--- config.mk ---
export PLATFORM = sky130hd
export DESIGN_NAME = demux32_8_flat
export DESIGN_NICKNAME = d
export VERILOG_FILES = /design/src/rtl/demux_pkg.sv /design/src/rtl/demux32_8_if.sv /design/src/rtl/demux32_8.sv /design/src/flat_wrapper.sv
export SDC_FILE = /design/constraint.sdc
export NUM_CORES = 1
export LEC_CHECK = 0
export CAP_MARGIN = 25
export CORE_MARGIN = 2
export CORE_UTILIZATION = 25
export DETAILED_ROUTE_END_ITERATION = 16
export PLACE_DENSITY = 0.43
export SYNTH_ARGS = -nofsm -noshare
export SYNTH_HDL_FRONTEND = slang
export SYNTH_SLANG_ARGS = --single-unit
--- constraint.sdc ---
create_clock -name clk_4f -period 2.7 [get_ports clk_4f]
set_input_delay 0.405 -clock clk_4f [delete_from_list [all_inputs] [get_ports clk_4f]]
set_output_delay 0.405 -clock clk_4f [all_outputs]
set_load 0.02 [all_outputs]
--- src/rtl/demux_pkg.sv ---
// Shared constants, state encoding and byte-slice helper for the
// 32-to-8 word unpacker.
package demux_pkg;

    localparam int BYTE_W   = 8;
    localparam int N_BYTES  = 4;
    localparam int WORD_W   = BYTE_W * N_BYTES;
    localparam int CNT_W    = $clog2(N_BYTES);
    localparam int LAST_IDX = N_BYTES - 1;

    localparam logic [CNT_W-1:0] LAST_CNT = CNT_W'(LAST_IDX);

    typedef enum logic [0:0] {
        ST_IDLE = 1'b0,
        ST_SEND = 1'b1
    } state_t;

    // Byte idx of a word, counted MSB-first (idx 0 is the top byte).
    function automatic logic [BYTE_W-1:0] get_byte(
        input logic [WORD_W-1:0] word,
        input logic [CNT_W-1:0]  idx
    );
        logic [WORD_W-1:0] shifted;
        shifted  = word << (int'(idx) * BYTE_W);
        get_byte = shifted[WORD_W-1 -: BYTE_W];
    endfunction

endpackage

--- src/rtl/demux32_8_if.sv ---
// Word-in / byte-out bundle of the unpacker; the slave side is the unpacker.
interface demux32_8_if;
    import demux_pkg::*;

    logic [WORD_W-1:0] data_in;
    logic              valid_in;
    logic              ready_out;
    logic [BYTE_W-1:0] data_out;
    logic              valid_out;
    logic              last_out;

    modport master (
        output data_in,
        output valid_in,
        input  ready_out,
        input  data_out,
        input  valid_out,
        input  last_out
    );

    modport slave (
        input  data_in,
        input  valid_in,
        output ready_out,
        output data_out,
        output valid_out,
        output last_out
    );

endinterface

--- src/rtl/demux32_8.sv ---
// Serialises 32-bit words into four MSB-first bytes, one per clk_4f cycle;
// a one-word pending register keeps back-to-back words gap-free.
module demux32_8
    import demux_pkg::*;
(
    input  logic        clk_4f,
    input  logic        reset_L,
    demux32_8_if.slave  bus
);

    state_t            state_r, state_s;
    logic [CNT_W-1:0]  cnt_r, cnt_s;
    logic [WORD_W-1:0] cur_r, cur_s;
    logic [WORD_W-1:0] pend_r, pend_s;
    logic              pend_v_r, pend_v_s;
    logic [BYTE_W-1:0] data_out_r, data_s;
    logic              valid_out_r, valid_s;
    logic              last_out_r, last_s;
    logic              busy_s;
    logic              emit_s;
    logic              ready_s;
    logic              accept_s;

    // Upstream may only send while the pending slot is free and out of reset.
    assign ready_s  = reset_L & ~pend_v_r;
    assign accept_s = bus.valid_in & ready_s;

    assign bus.ready_out = ready_s;
    assign bus.data_out  = data_out_r;
    assign bus.valid_out = valid_out_r;
    assign bus.last_out  = last_out_r;

    // State register and registered outputs.
    always_ff @(posedge clk_4f) begin
        if (!reset_L) begin
            state_r     <= ST_IDLE;
            cnt_r       <= {CNT_W{1'b0}};
            cur_r       <= {WORD_W{1'b0}};
            pend_r      <= {WORD_W{1'b0}};
            pend_v_r    <= 1'b0;
            data_out_r  <= {BYTE_W{1'b0}};
            valid_out_r <= 1'b0;
            last_out_r  <= 1'b0;
        end else begin
            state_r     <= state_s;
            cnt_r       <= cnt_s;
            cur_r       <= cur_s;
            pend_r      <= pend_s;
            pend_v_r    <= pend_v_s;
            data_out_r  <= data_s;
            valid_out_r <= valid_s;
            last_out_r  <= last_s;
        end
    end

    // Next-state: finish the current word first, then the pending word, then bypass.
    always_comb begin
        state_s  = state_r;
        cnt_s    = cnt_r;
        cur_s    = cur_r;
        pend_s   = pend_r;
        pend_v_s = pend_v_r;
        emit_s   = 1'b0;

        case (state_r)
            ST_SEND: busy_s = (cnt_r != LAST_CNT);
            ST_IDLE: busy_s = 1'b0;
            default: busy_s = 1'b0;
        endcase

        if (busy_s) begin
            cnt_s  = cnt_r + CNT_W'(1);
            emit_s = 1'b1;
            if (accept_s) begin
                pend_s   = bus.data_in;
                pend_v_s = 1'b1;
            end else begin
                pend_s   = pend_r;
                pend_v_s = pend_v_r;
            end
        end else if (pend_v_r) begin
            cur_s    = pend_r;
            cnt_s    = {CNT_W{1'b0}};
            pend_v_s = 1'b0;
            state_s  = ST_SEND;
            emit_s   = 1'b1;
        end else if (accept_s) begin
            cur_s   = bus.data_in;
            cnt_s   = {CNT_W{1'b0}};
            state_s = ST_SEND;
            emit_s  = 1'b1;
        end else begin
            cnt_s   = {CNT_W{1'b0}};
            state_s = ST_IDLE;
        end
    end

    // Output decode: the byte to register is always byte cnt_s of cur_s.
    always_comb begin
        if (emit_s) begin
            data_s  = get_byte(cur_s, cnt_s);
            valid_s = 1'b1;
            last_s  = (cnt_s == LAST_CNT);
        end else begin
            data_s  = data_out_r;
            valid_s = 1'b0;
            last_s  = 1'b0;
        end
    end

endmodule

--- src/flat_wrapper.sv ---
// flat-port wrapper written by rule: the top's interface ports become plain ports
module demux32_8_flat import demux_pkg::*;
  (clk_4f, reset_L, bus_data_in, bus_valid_in, bus_ready_out, bus_data_out, bus_valid_out, bus_last_out);
  demux32_8_if bus_i ();
  input  logic clk_4f;
  input  logic reset_L;
  input wire logic [$bits(bus_i.data_in)-1:0] bus_data_in;
  input wire logic [$bits(bus_i.valid_in)-1:0] bus_valid_in;
  output wire logic [$bits(bus_i.ready_out)-1:0] bus_ready_out;
  output wire logic [$bits(bus_i.data_out)-1:0] bus_data_out;
  output wire logic [$bits(bus_i.valid_out)-1:0] bus_valid_out;
  output wire logic [$bits(bus_i.last_out)-1:0] bus_last_out;
  assign bus_i.data_in = bus_data_in;
  assign bus_i.valid_in = bus_valid_in;
  assign bus_ready_out = bus_i.ready_out;
  assign bus_data_out = bus_i.data_out;
  assign bus_valid_out = bus_i.valid_out;
  assign bus_last_out = bus_i.last_out;
  demux32_8 u_core (.clk_4f(clk_4f), .reset_L(reset_L), .bus(bus_i));
endmodule
==> results by group, run 1 <==
CTS
  • Max clock buf depth: 2
  • Resized cells post-CTS: 0
  • Later-pin clock latency in the skew report: 0.34 ns
  • CTS Hold Buffers Added: 0
  • Clock root buffer: clkbuf_16
  • Clk sinks: 78
  • Clock Pin Slew Worst Setup and Hold Paths: 0.05 ns
  • CTS tree: built
  • Post-CTS Setup Inserts: 0
  • H-tree depth: 3
  • Num CTS Buffers: 9

Hold path
  • Min-delay worst type: input port to flop

Power
  • Power per cell area: 661 mW/mm²
  • Clock power frac: 40.0%
  • Leakage: 0.00146 µW
  • Combinational share of power: 14.2%
  • Switching Fraction: 25.8%
  • Internal power: 2050 µW
  • NetSw: 712 µW
  • Sequential share of power: 45.9%
  • Max VDD drop: 0.000269 V

STA
  • Setup tns final: 0 ns
  • RSZ-0062 raised after global routing: no
  • Final Setup Violations: 0
  • Fmax: 0.493 GHz
  • Worst Skew: 0.00329 ns
  • Period minus WS final: 2.03 ns
  • Final Max Tran Viols: 0
  • Rel. slew slack: 59.1%
  • Worst-Margin Slew: 0.614 ns
  • Final worst slack: 0.672 ns
  • Hold Fails Final Rpt: 0
  • Part of the cycle the worst path needs: 75.1%
  • Min Hold Slack: 0.432 ns

Yosys
  • EDFF count, synth: 0
  • Ys async rst share: 0%
  • Mapped Cells: 394
  • Yosys reg bits: 78
  • Largest area contributor in the netlist: dfxtp_1
  • Synth top area cells: dfxtp_1 (47%), nand2_1 (7.6%), a21boi_1 (6.7%)
  • Synth Flop Type: dfxtp_1
  • Post-synthesis net count: 430
  • Syn Area/Cell: 8.48 µm²
  • Yosys cell types: 36
  • YS warnings: 0
  • Register area share after synthesis: 46.8%
  • Synth top cells by count: dfxtp_1 (78), nand2_1 (68), a21oi_1 (32)
  • Yosys top cell area share: 46.8%
  • Synthesized cell area: 0.00334 mm²
  • Top-count cell post-synth: dfxtp_1

Detailed routing
  • Routed vias/inst: 4.78
  • Drt drc: 0
  • TritonRoute pass-1 iters: 6
  • Post-DRT Antenna Nets: 0
  • Routed len/inst: 15.2 µm
  • Routed WL: 9200 µm
  • Vias post-DR: 2904
  • Drt initial violations: 143

Die
  • Die Width: 120 µm
  • Starting density of the core: 25.4%
  • Core Region: 0.0131 mm²
  • Die ar.: 0.0143 mm²
  • Io pins: 46
  • Die height: 120 µm
  • Cell row count: 42

GRT
  • Vias in the first global route: 2721
  • First-pass GRT wire length: 15000 µm
  • Largest net degree at the start of global routing: 55
  • Total gr overflow: 0
  • GR Util All Layers: 13.4%
  • Antenna violations before repair: 0

Critical path
  • CP max stage cell: clkdlybuf4s50_1
  • Crit path max fanout: 13
  • CP Launch Point: u_core.pend_v_r$_SDFFE_PN0N_
  • CP Data Required Time: 2.30 ns
  • Max incr delay on CP: 0.62 ns
  • Crit end category: output port
  • Arrival time at the worst endpoint: 1.62 ns
  • RR Startpoint: u_core.cnt_r[0]$_SDFF_PN0_
  • Cell Chain, Critical Path: buf_4 -> nor2b_1 -> clkdlybuf4s50_1
  • Reg-to-Reg End: u_core.bus.data_out[4]$_SDFFE_PN0P_
  • Reg2reg path depth: 6
  • Startpoint types: flop
  • Crit Path Class: flop to output port
  • Setup crit end: bus_ready_out
  • Reg-to-reg setup timing slack: 0.75 ns

Status
  • Status: finished clean

Place
  • Dpl cell area: 0.00391 mm²
  • Pre-CTS setup slack: 0.483 ns
  • GP Congestion: 0.768
  • Placed insts: 591
  • DP HPWL: 6150 µm
  • PortBufs: 45

Flow run
  • MaxCap Viol Count: 0

Finish
  • NumNets Final: 462
  • Antenna diode count: 0
  • Multi-input gate area: 0.00156 mm²
  • Fin area: 0.00418 mm²
  • Filler cell count: 1406
  • Synth-to-Final Area Change: 25.0%
  • Layout cells sized above 1: 7.19%
  • Finished Layout Cells: 607
  • Reg area: 0.00156 mm²
[power groups by stage]
stage                     Clock (µW)  Combinational [µW]  Sequential (µW)
after global placement             0                 392             1290
final                           1100                 391             1270
after global routing            1180                 431             1270
after floorplan                    0                 222             1290
after detailed placement           0                 394             1290
after CTS                       1140                 395             1270
[flip-flops by register name, summed over array words and instances, names as in the netlist]
register and count:
u_core.bus.valid_out 1, u_core.cur_r 32, u_core.cnt_r 2, u_core.pend_v_r 1, u_core.bus.data_out 8, u_core.pend_r 32
u_core.bus.last_out 1, u_core.state_r 1
[how the worst min path moves through the flow]
stage                                   start                        endpoint  slack, ns  depth (start not counted)
2_1_floorplan  u_core.pend_r[30]$_SDFFE_PN0P_  u_core.pend_r[30]$_SDFFE_PN0P_       0.43                          2
3_3_place_gp   u_core.pend_r[30]$_SDFFE_PN0P_  u_core.pend_r[30]$_SDFFE_PN0P_       0.44                          2
3_5_place_dp   u_core.pend_r[30]$_SDFFE_PN0P_  u_core.pend_r[30]$_SDFFE_PN0P_       0.44                          2
4_1_cts                               reset_L  u_core.pend_r[29]$_SDFFE_PN0P_       0.41                          2
5_1_grt                               reset_L  u_core.pend_r[29]$_SDFFE_PN0P_       0.44                          2
6_report                              reset_L  u_core.pend_r[29]$_SDFFE_PN0P_       0.43                          2
[critical path: cells and delay by family, from the launching register on]
kind	cells	cell delay, ns
buffers and inverters	2	0.82
flip-flops	1	0.35
AND/OR/NAND/NOR	1	0.12
[per-layer routing]
layer	vias up	GRT usage (%)	wire, µm
met5	-	0	0
met4	0	4.63	141
met3	12	3.47	430
met2	74	18.5	3860
met1	1359	20.0	4770
li1	1459	-	-
[cells in the final DEF (no fill, tap or decap), types with 2 or more instances in the layout]
cell	instances
dfxtp_1	78
nand2_1	68
clkdlybuf4s50_1	44
a21oi_1	32
a21boi_1	30
o21ai_1	30
o22ai_1	26
nor2_1	16
o21ai_0	12
buf_4	12
clkbuf_16	9
inv_1	8
mux2i_1	7
o2bb2ai_1	6
or3_1	6
a311oi_1	6
a221o_1	6
clkbuf_1	5
and2_1	4
nor2b_1	3
nand3_1	3
nand2b_1	2
nor2_2	2
a21boi_0	2
[through the flow]
stage | utilization (%) | power, µW
after floorplan | - | 1520
after global placement | 29.8 | 1680
after detailed placement | 29.8 | 1680
after CTS | 31.8 | 2800
after global routing | 31.8 | 2890
final | 31.8 | 2760
[cell type report]
class                           count  share of cell area (%)
Clock buffer                       15                    6.17
Clock inverter                      1                   0.120
Inverter                            9                   0.809
Multi-Input combinational cell    271                    37.4
Sequential cell                    78                    37.4
Tap cell                          176                    5.27
Timing Repair Buffer               57                    12.8
[logic make-up after synthesis]
group / after synthesis / synth area share (%)
adders and majority gates: 1 / 0.375
and+or+nand+nor: 107 / 14.0
muxes: 8 / 2.77
AOI/OAI and AO/OA: 155 / 29.6
DFF: 78 / 46.8
buffers and inverters: 45 / 6.48
Power figures use the tool's default switching activity.
==> inputs of run 2 (changes only) <==
Settings changed: PLACE_DENSITY 0.43 to 0.44.
Clock period 2.7 ns to 1.74 ns, I/O delays scaled along.
==> results by group, run 2 (synthesized netlist as in run 1, its figures left out) <==
Detailed routing
  • Routed len/inst: 15.2 µm
  • Routed WL: 9460 µm
  • Vias post-DR: 2982
  • Post-DRT Antenna Nets: 0
  • Routed vias/inst: 4.79
  • TritonRoute pass-1 iters: 4
  • Drt drc: 0
  • Drt initial violations: 192

CTS
  • CTS Hold Buffers Added: 0
  • Clk sinks: 78
  • Later-pin clock latency in the skew report: 0.34 ns
  • Max clock buf depth: 2
  • Num CTS Buffers: 9
  • Clock Pin Slew Worst Setup and Hold Paths: 0.06 ns
  • H-tree depth: 3
  • CTS tree: built
  • Clock root buffer: clkbuf_16

Die
  • Die height: 120 µm
  • Die Width: 120 µm
  • Io pins: 46
  • Cell row count: 42
  • Die ar.: 0.0143 mm²
  • Core Region: 0.0131 mm²
  • Starting density of the core: 25.4%

GRT
  • Largest net degree at the start of global routing: 30
  • GR Util All Layers: 13.8%
  • First-pass GRT wire length: 15600 µm
  • Met3 Use GR: 2.90%
  • Vias in the first global route: 2878
  • GRT met2 Usage: 20.6%
  • Total gr overflow: 0
  • Antenna violations before repair: 0
  • Gr busiest metal: met2
  • Met1 usage: 19.6%

Critical path
  • Crit Path Class: flop to output port
  • Crit end category: output port
  • Crit path max fanout: 2
  • CP Launch Point: u_core.bus.data_out[0]$_SDFFE_PN0P_
  • RR Startpoint: u_core.cnt_r[0]$_SDFF_PN0_
  • Reg-to-Reg End: u_core.bus.data_out[1]$_SDFFE_PN0P_
  • Critical path's top delay family: buffers and inverters
  • Reg-to-reg setup timing slack: 0.15 ns
  • CP max stage cell: clkdlybuf4s50_1
  • Reg2reg path depth: 5
  • Startpoint types: flop
  • Max incr delay on CP: 0.62 ns
  • Cell Chain, Critical Path: clkdlybuf4s50_1
  • Arrival time at the worst endpoint: 1.34 ns
  • Worst Path Buf+Inv: 1
  • CP Data Required Time: 1.48 ns

Power
  • Sequential share of power: 44.1%
  • Power per cell area: 1030 mW/mm²
  • Combinational share of power: 14.4%
  • NetSw: 1120 µW
  • Clock power frac: 41.5%
  • Leakage: 0.00157 µW
  • Switching Fraction: 25.2%
  • Internal power: 3340 µW
  • Total power: 4460 µW
  • Max VDD drop: 0.000414 V

STA
  • Worst-Margin Slew: 0.364 ns
  • Worst Skew: 0.00675 ns
  • RSZ-0062 raised after global routing: no
  • Setup tns final: 0 ns
  • Hold Fails Final Rpt: 0
  • Period minus WS final: 1.60 ns
  • Final Setup Violations: 0
  • Rel. slew slack: 75.7%
  • Part of the cycle the worst path needs: 91.8%
  • Final Max Tran Viols: 0
  • Fmax: 0.626 GHz

Status
  • Status: finished clean

Hold path
  • Hold Crit Endpoint: u_core.pend_r[30]$_SDFFE_PN0P_
  • Hold Path Stages: 2
  • Hold Crit Start: reset_L
  • Min-delay worst type: input port to flop

Finish
  • Commonest non-fill, non-tap cell in the layout: dfxtp_1
  • NumNets Final: 479
  • Layout cells sized above 1: 12.3%
  • Most frequent cells in the layout: dfxtp_1 (78), nand2_1 (68), clkdlybuf4s50_1 (43)
  • Antenna diode count: 0
  • Synth-to-Final Area Change: 30.3%

Place
  • PortBufs: 45
  • GP Congestion: 0.814
  • DP HPWL: 6760 µm

Flow run
  • MaxCap Viol Count: 0
==> run 2: metal layers <==
metal	vias up	part of all wire, %
met3	11	3.6
li1	1500	-
met4	0	1.6
met2	55	45
met1	1416	50
met5	-	0
==> run 2: power groups by stage <==
stage / Combinational [µW] / Sequential [µW] / Clock [µW]
finish: 641 / 1970 / 1850
global route: 706 / 1980 / 1980
floorplan: 345 / 2010 / 0
global placement: 641 / 2010 / 0
detailed placement: 643 / 2010 / 0
CTS: 647 / 1970 / 1900
==> run 2: timing repair <==
action / 4_1_cts / 5_1_grt
setup endpoints to repair: 1 / 13
setup buffers: 0 / 0
endpoints found under the hold margin: 0 / 0
resized for setup: 1 / 3
==> run 2: per-stage QoR <==
stage / hold slack (ns) / worst slack (ns) / area (µm²) / cells / utilization [%]
2_1_floorplan: 0.380 / 0.227 / 3340 / 394 / -
3_3_place_gp: 0.438 / -0.113 / 4050 / 608 / 30.8
3_5_place_dp: 0.448 / -0.153 / 4050 / 608 / 30.8
4_1_cts: 0.235 / 0.0264 / 4340 / 623 / 33.0
5_1_grt: 0.241 / 0.00753 / 4350 / 623 / 33.1
6_report: 0.242 / 0.143 / 4350 / 623 / 33.1
==> run 2: worst max path at each step <==
stage / endpoint / slack (ns) / depth (start not counted)
floorplan: u_core.bus.data_out[0]$_SDFFE_PN0P_ / 0.23 / 7
global placement: u_core.bus.data_out[1]$_SDFFE_PN0P_ / -0.11 / 6
detailed placement: u_core.bus.data_out[2]$_SDFFE_PN0P_ / -0.15 / 6
CTS: u_core.bus.data_out[5]$_SDFFE_PN0P_ / 0.03 / 5
global route: u_core.bus.data_out[5]$_SDFFE_PN0P_ / 0.008 / 6
finish: bus_data_out[0] / 0.14 / 1
==> run 2: layout make-up <==
| class | count | area, µm² |
|---|---|---|
| fillers | 1404 | 8790 |
| well taps | 176 | 220 |
| clock buffers | 10 | 239 |
| flip-flops and latches | 78 | 1560 |
| clock inverters | 5 | 50.0 |
| repair buffers | 74 | 674 |
| multi-input cells | 271 | 1570 |
| inverters | 9 | 33.8 |
